===== config.mk =====
export PLATFORM = sky130hd
export DESIGN_NAME = alu_result_reorder
export DESIGN_NICKNAME = d
export VERILOG_FILES = /design/src/rtl/alu_result_reorder.sv
export SDC_FILE = /design/constraint.sdc
export NUM_CORES = 1
export LEC_CHECK = 0
export CAP_MARGIN = 20
export CORE_MARGIN = 3
export CORE_UTILIZATION = 54
export CTS_BUF_LIST = sky130_fd_sc_hd__clkbuf_4 sky130_fd_sc_hd__clkbuf_8
export DETAILED_ROUTE_END_ITERATION = 8
export HOLD_SLACK_MARGIN = 0.12
export PLACE_DENSITY_LB_ADDON = 0.1
export SYNTH_ARGS = -nofsm -noshare
export SYNTH_HDL_FRONTEND = slang
export SYNTH_SLANG_ARGS = --single-unit

===== constraint.sdc =====
create_clock -name clk -period 2.85 [get_ports clk]
set_input_delay 0.57 -clock clk [delete_from_list [all_inputs] [get_ports clk]]
set_output_delay 0.57 -clock clk [all_outputs]
set_load 0.05 [all_outputs]

===== src/rtl/alu_result_reorder.sv =====
// rtl/alu_result_reorder.sv - restores issue order of adder/multiplier results via an order FIFO and per-unit queues
// Optional sticky flag accumulators (sticky_clr/sticky_exc/sticky_ovf/sticky_unf): define ALU_RESULT_REORDER_STICKY_EN.

module alu_result_reorder_fifo #(
  parameter int WIDTH = 1,
  parameter int DEPTH = 4
) (
  input  logic                   clk,
  input  logic                   reset,
  input  logic                   push,
  input  logic [WIDTH-1:0]       push_data,
  input  logic                   pop,
  output logic [WIDTH-1:0]       pop_data,
  output logic [$clog2(DEPTH):0] count
);
  localparam int AW = $clog2(DEPTH);

  logic [WIDTH-1:0] mem_q [DEPTH];
  logic [WIDTH-1:0] mem_d [DEPTH];
  logic [AW-1:0]    wr_ptr_q, wr_ptr_d;
  logic [AW-1:0]    rd_ptr_q, rd_ptr_d;
  logic [AW:0]      count_q, count_d;

  always_comb begin
    mem_d    = mem_q;
    wr_ptr_d = wr_ptr_q;
    rd_ptr_d = rd_ptr_q;
    if (push) begin
      mem_d[wr_ptr_q] = push_data;
      wr_ptr_d        = wr_ptr_q + AW'(1);
    end
    if (pop) begin
      rd_ptr_d = rd_ptr_q + AW'(1);
    end
    case ({push, pop})
      2'b10:   count_d = count_q + (AW+1)'(1);
      2'b01:   count_d = count_q - (AW+1)'(1);
      default: count_d = count_q;
    endcase
  end

  always_ff @(posedge clk or posedge reset) begin
    if (reset) begin
      wr_ptr_q <= '0;
      rd_ptr_q <= '0;
      count_q  <= '0;
    end else begin
      wr_ptr_q <= wr_ptr_d;
      rd_ptr_q <= rd_ptr_d;
      count_q  <= count_d;
    end
  end

  // Storage needs no reset: an entry is only read once count says it was written.
  always_ff @(posedge clk) begin
    mem_q <= mem_d;
  end

  assign pop_data = mem_q[rd_ptr_q];
  assign count    = count_q;
endmodule

module alu_result_reorder #(
  parameter int ORD_DEPTH = 8,
  parameter int RQ_DEPTH  = 4
) (
  input  logic        clk,
  input  logic        reset,
  input  logic        ord_valid,
  input  logic        ord_is_mul,
  output logic        ord_ready,
  input  logic        add_valid,
  input  logic [31:0] add_result,
  output logic        add_ready,
  input  logic        mul_valid,
  input  logic [31:0] mul_result,
  input  logic        mul_exception,
  input  logic        mul_overflow,
  input  logic        mul_underflow,
  output logic        mul_ready,
  output logic        out_valid,
  output logic [31:0] out_result,
  output logic        out_exception,
  output logic        out_overflow,
  output logic        out_underflow,
  input  logic        out_ready
`ifdef ALU_RESULT_REORDER_STICKY_EN
  ,
  input  logic        sticky_clr,
  output logic        sticky_exc,
  output logic        sticky_ovf,
  output logic        sticky_unf
`endif
);
  localparam int OAW = $clog2(ORD_DEPTH);
  localparam int QAW = $clog2(RQ_DEPTH);
  localparam logic [OAW:0] ORD_FULL = (OAW+1)'(ORD_DEPTH);
  localparam logic [QAW:0] RQ_FULL  = (QAW+1)'(RQ_DEPTH);

  logic [OAW:0] ord_count;
  logic [QAW:0] add_count, mul_count;
  logic         ord_head_is_mul;
  logic [34:0]  add_head, mul_head;
  logic         ord_push, add_push, mul_push;
  logic         ord_pop, add_pop, mul_pop;
  logic         head_avail, out_free, load;

  // Result entries are packed as {exception, overflow, underflow, result}.
  logic         out_valid_q, out_valid_d;
  logic [34:0]  out_data_q, out_data_d;

  assign ord_ready = !reset && (ord_count != ORD_FULL);
  assign add_ready = !reset && (add_count != RQ_FULL);
  assign mul_ready = !reset && (mul_count != RQ_FULL);

  assign ord_push = ord_valid && ord_ready;
  assign add_push = add_valid && add_ready;
  assign mul_push = mul_valid && mul_ready;

  alu_result_reorder_fifo #(.WIDTH(1), .DEPTH(ORD_DEPTH)) u_ord_q (
    .clk       (clk),
    .reset     (reset),
    .push      (ord_push),
    .push_data (ord_is_mul),
    .pop       (ord_pop),
    .pop_data  (ord_head_is_mul),
    .count     (ord_count)
  );

  alu_result_reorder_fifo #(.WIDTH(35), .DEPTH(RQ_DEPTH)) u_add_q (
    .clk       (clk),
    .reset     (reset),
    .push      (add_push),
    .push_data ({3'b000, add_result}),
    .pop       (add_pop),
    .pop_data  (add_head),
    .count     (add_count)
  );

  alu_result_reorder_fifo #(.WIDTH(35), .DEPTH(RQ_DEPTH)) u_mul_q (
    .clk       (clk),
    .reset     (reset),
    .push      (mul_push),
    .push_data ({mul_exception, mul_overflow, mul_underflow, mul_result}),
    .pop       (mul_pop),
    .pop_data  (mul_head),
    .count     (mul_count)
  );

  // Only the unit named by the oldest tag may retire; the other unit keeps filling its own queue.
  always_comb begin
    out_free    = !out_valid_q || out_ready;
    head_avail  = ord_head_is_mul ? (mul_count != '0) : (add_count != '0);
    load        = out_free && (ord_count != '0) && head_avail;
    ord_pop     = load;
    add_pop     = load && !ord_head_is_mul;
    mul_pop     = load && ord_head_is_mul;
    out_valid_d = out_valid_q;
    out_data_d  = out_data_q;
    if (load) begin
      out_valid_d = 1'b1;
      out_data_d  = ord_head_is_mul ? mul_head : add_head;
    end else if (out_valid_q && out_ready) begin
      out_valid_d = 1'b0;
    end
  end

  always_ff @(posedge clk or posedge reset) begin
    if (reset) begin
      out_valid_q <= 1'b0;
      out_data_q  <= '0;
    end else begin
      out_valid_q <= out_valid_d;
      out_data_q  <= out_data_d;
    end
  end

  assign out_valid     = out_valid_q;
  assign out_result    = out_data_q[31:0];
  assign out_exception = out_data_q[34];
  assign out_overflow  = out_data_q[33];
  assign out_underflow = out_data_q[32];

`ifdef ALU_RESULT_REORDER_STICKY_EN
  logic [2:0] sticky_q, sticky_d;

  // A flag retiring in the same cycle as a clear survives the clear.
  always_comb begin
    sticky_d = sticky_clr ? 3'b000 : sticky_q;
    if (out_valid_q && out_ready) begin
      sticky_d = sticky_d | out_data_q[34:32];
    end
  end

  always_ff @(posedge clk or posedge reset) begin
    if (reset) begin
      sticky_q <= 3'b000;
    end else begin
      sticky_q <= sticky_d;
    end
  end

  assign sticky_exc = sticky_q[2];
  assign sticky_ovf = sticky_q[1];
  assign sticky_unf = sticky_q[0];
`endif
endmodule


==> flow_metrics.py <==
metrics = {
    "outcome": {
        "status": "finished clean",
    },
    "sta": {
        "setup_violations": 0,
        "tightest_slew_ns": 0.577,
        "drv_slew": 0,
        "final-hold-violation-count": 0,
        "max_slew_margin_pct": 61.5,
        "timing.hold.ws_ns": 0.504,
        "layout_min_cycle_time_ns": 2.71,
        "rsz0062_at_grt": "no",
        "fin_skew_ns": 0.0304,
        "period_share_pct": 95.1,
        "fmax_ghz": 0.369,
        "fin_setup_tns_ns": 0,
    },
    "die": {
        "initial_core_util_pct": 55.1,
        "dieArea_um2": 25900,
        "core_um2": 23500,
        "top_level_ports": 113,
        "fp.dieW_um": 161,
        "core.rowCount": 56,
        "chipHeight_um": 161,
    },
    "placed_design": {
        "place.port_buffers": 112,
        "place_hpwl_um": 16600,
        "gp_congestion": 0.769,
        "placed_area_um2": 14800,
    },
    "clock_tree": {
        "insertion_delay_ns": 0.58,
        "cts.sinks": 336,
        "tritoncts.num_buffers": 53,
        "cts_root_buf": "clkbuf_8",
        "cts_tree": "yes",
        "cts_buffer_depth": 3,
        "path_clk_slew_ns": 0.07,
        "cts_htree_levels": 2,
    },
    "final_layout": {
        "final_common_cell": "edfxtp_1",
        "fin_nets": 896,
        "fill_cells": 1573,
        "design_area_um2": 16000,
        "most-common-layout-cells": "276 x edfxtp_1, 109 x clkdlybuf4s50_1, 68 x mux4_2",
        "syn2layout_area_growth_pct": 22.9,
        "drive_above_1_share_pct": 26.9,
    },
    "critical_path": {
        "crit_slowest_cell": "mux4_2",
        "crit_family": "multiplexers",
        "worst-path-buf-inv": 1,
        "cp-start-kind": "register",
        "critPathMaxFanout": 5,
        "crit_top_cell": "xor2_1",
        "cp_data_required_time_ns": 3.28,
        "crit_arrival_ns": 3.14,
        "cp_cell_sequence": "mux2i_1 > mux4_2 > mux2i_4 > inv_2 > ha_1 > xor2_1 > ha_1 > a21oi_1 > xor2_1 > nor2_1 > xor2_1",
        "critPathCaptureType": "register",
        "critPathKind": "register to register",
        "max_stage_delay_ns": 0.58,
    },
    "logic_synthesis": {
        "yosysWarnings": 0,
        "synthesis.area_um2": 13000,
        "synth_async_sr_flop_share_pct": 17.9,
        "syn_avg_cell_area_um2": 20.6,
        "syn-num-nets": 721,
        "ys_seq_elements": 336,
        "synth_cells": 630,
        "synth.distinct_cells": 38,
        "synth-main-ff-cell": "edfxtp_1",
        "synth_seq_area_share_pct": 75.4,
        "synth_edf_count": 276,
    },
    "drt": {
        "ant_nets": 0,
        "drt_pass1_iterations": 5,
        "drc": 0,
        "wl_um": 26700,
        "vias": 6699,
        "via_per_inst": 5.73,
        "avgRoutedWirePerCell_um": 22.9,
        "first_iter_violations": 489,
    },
    "global_routing": {
        "grt_overflow_total": 0,
        "antenna_found_initial": 2,
        "grt_max_degree": 38,
        "grt_pass1_vias": 7442,
        "grtUsageTotal_pct": 21.4,
        "grt_pass1_wl_um": 42500,
    },
    "power": {
        "power_density_nw_per_um2": 1090,
        "ir_drop_mv": 0.840,
        "cellLeakagePower_nw": 5.71,
    },
    "min_path": {
        "hold_path_class": "register to register",
    },
    "flow_run": {
        "maxCapViolCount": 0,
    },
}
[final timing paths]
path	from	endpoint	slack [ns]	depth (start not counted)
setup / recovery	u_ord_q.rd_ptr_q[2]	u_ord_q.count[2]	0.14	11
min in group asynchronous	reset	u_ord_q.count[1]	0.64	3
max in group asynchronous	reset	out_data_q[1]	1.58	4
hold / removal	out_data_q[34]	out_data_q[34]	0.50	1
hold reg to reg	out_data_q[34]	out_data_q[34]	0.50	1
setup reg to reg	u_ord_q.rd_ptr_q[2]	u_ord_q.count[2]	0.14	11
[layer usage]
layer | global-route usage [%] | vias to the layer above | share of wire (%)
li1 | - | 2937 | -
met1 | 29.8 | 3484 | 42
met2 | 35.1 | 220 | 50
met3 | 4.39 | 56 | 6.2
met4 | 6.02 | 2 | 2.2
met5 | 0 | - | 0.049
[state kept, by name, summed over array words and instances (netlist names)]
signal            flops
out_data_q           35
u_ord_q.count         4
u_mul_q.wr_ptr_q      2
u_ord_q.rd_ptr_q      3
u_mul_q.mem_q       140
u_add_q.count         3
u_add_q.mem_q       128
u_mul_q.count         3
u_add_q.wr_ptr_q      2
u_ord_q.mem_q         8
u_mul_q.rd_ptr_q      2
out_valid             1
u_add_q.rd_ptr_q      2
u_ord_q.wr_ptr_q      3
[worst register-to-register path: stages, from the launching register on]
cell and delay, ns:
dfrtp_2 0.46, mux2i_1 0.15, mux4_2 0.58, mux2i_4 0.22
inv_2 0.07, ha_1 0.20, xor2_1 0.15, ha_1 0.20
a21oi_1 0.16, xor2_1 0.16, nor2_1 0.07, xor2_1 0.15
[report_power, final]
part	leakage [nW]	switching [mW]	total, mW	internal [mW]
sequential	3.22	0.618	6.87	6.25
combinational	1.89	3.39	6.28	2.89
clock	0.603	1.83	4.26	2.43
[synth_stat cells (2+ instances only)]
cell type  instances  area, um^2
edfxtp_1         276        8290
buf_2              7        35.0
xor2_1            10        87.6
buf_4              4        30.0
mux2i_1            8        80.1
nor3_1             7        35.0
xnor2_1           10        87.6
nor2_1            10        37.5
nand3_1            2        10.0
dfrtp_1           60        1500
nand2_1            3        11.3
a31oi_1            2        12.5
buf_1              2        7.51
fa_1               2        40.0
mux4_2            68        1530
nor4b_1            2        17.5
and3_1            40         250
mux2_2             4        45.0
ha_1              15         188
and2_1             4        25.0
a22o_1             3        26.3
inv_1             17        63.8
nand2b_1           6        37.5
a21oi_1            4        20.0
nor2b_1            2        12.5
a221o_1           32         320
clkbuf_1          19        71.3
[final cells by class]
type	instances	area [um^2]	share of cell area (%)
tap	319	399	2.50
timing repair buffer	153	1540	9.64
sequential	336	9800	61.4
antenna	1	2.50	0.0157
clock inverter	22	191	1.20
inverter	18	67.6	0.424
clock buffer	77	953	5.98
multi-input combinational	243	3000	18.8
[cell families (layout without fill, tap and decap cells)]
logic type               Yosys count  after routing  synth area share, %
AO/OA/AOI/OAI                     45             45                 3.19
XOR/XNOR                          20             20                 1.35
multiplexers                      81             81                 12.9
other                              0              1                    0
adder cells (fa/ha/maj)           17             17                 1.76
AND/OR/NAND/NOR                   80             80                 3.65
flip-flops                       336            336                 75.4
buffers and inverters             51            270                 1.72
[metrics by stage]
stage	utilization (%)	std cells	total power [mW]	setup WS, ns
2_1_floorplan	-	630	11.1	0.0910
3_3_place_gp	62.8	1069	13.1	0.00869
3_5_place_dp	62.8	1069	13.3	-0.106
4_1_cts	67.7	1168	17.6	0.00827
5_1_grt	67.8	1169	18.3	0.0115
6_report	67.8	1169	17.4	0.140
[repair_timing]
action,CTS,global route
buffers inserted,0,0
gates resized for setup,0,3
hold endpoints to repair,0,0
endpoints found under the setup margin,0,3
hold buffers,0,0
Power figures use the tool's default switching activity.
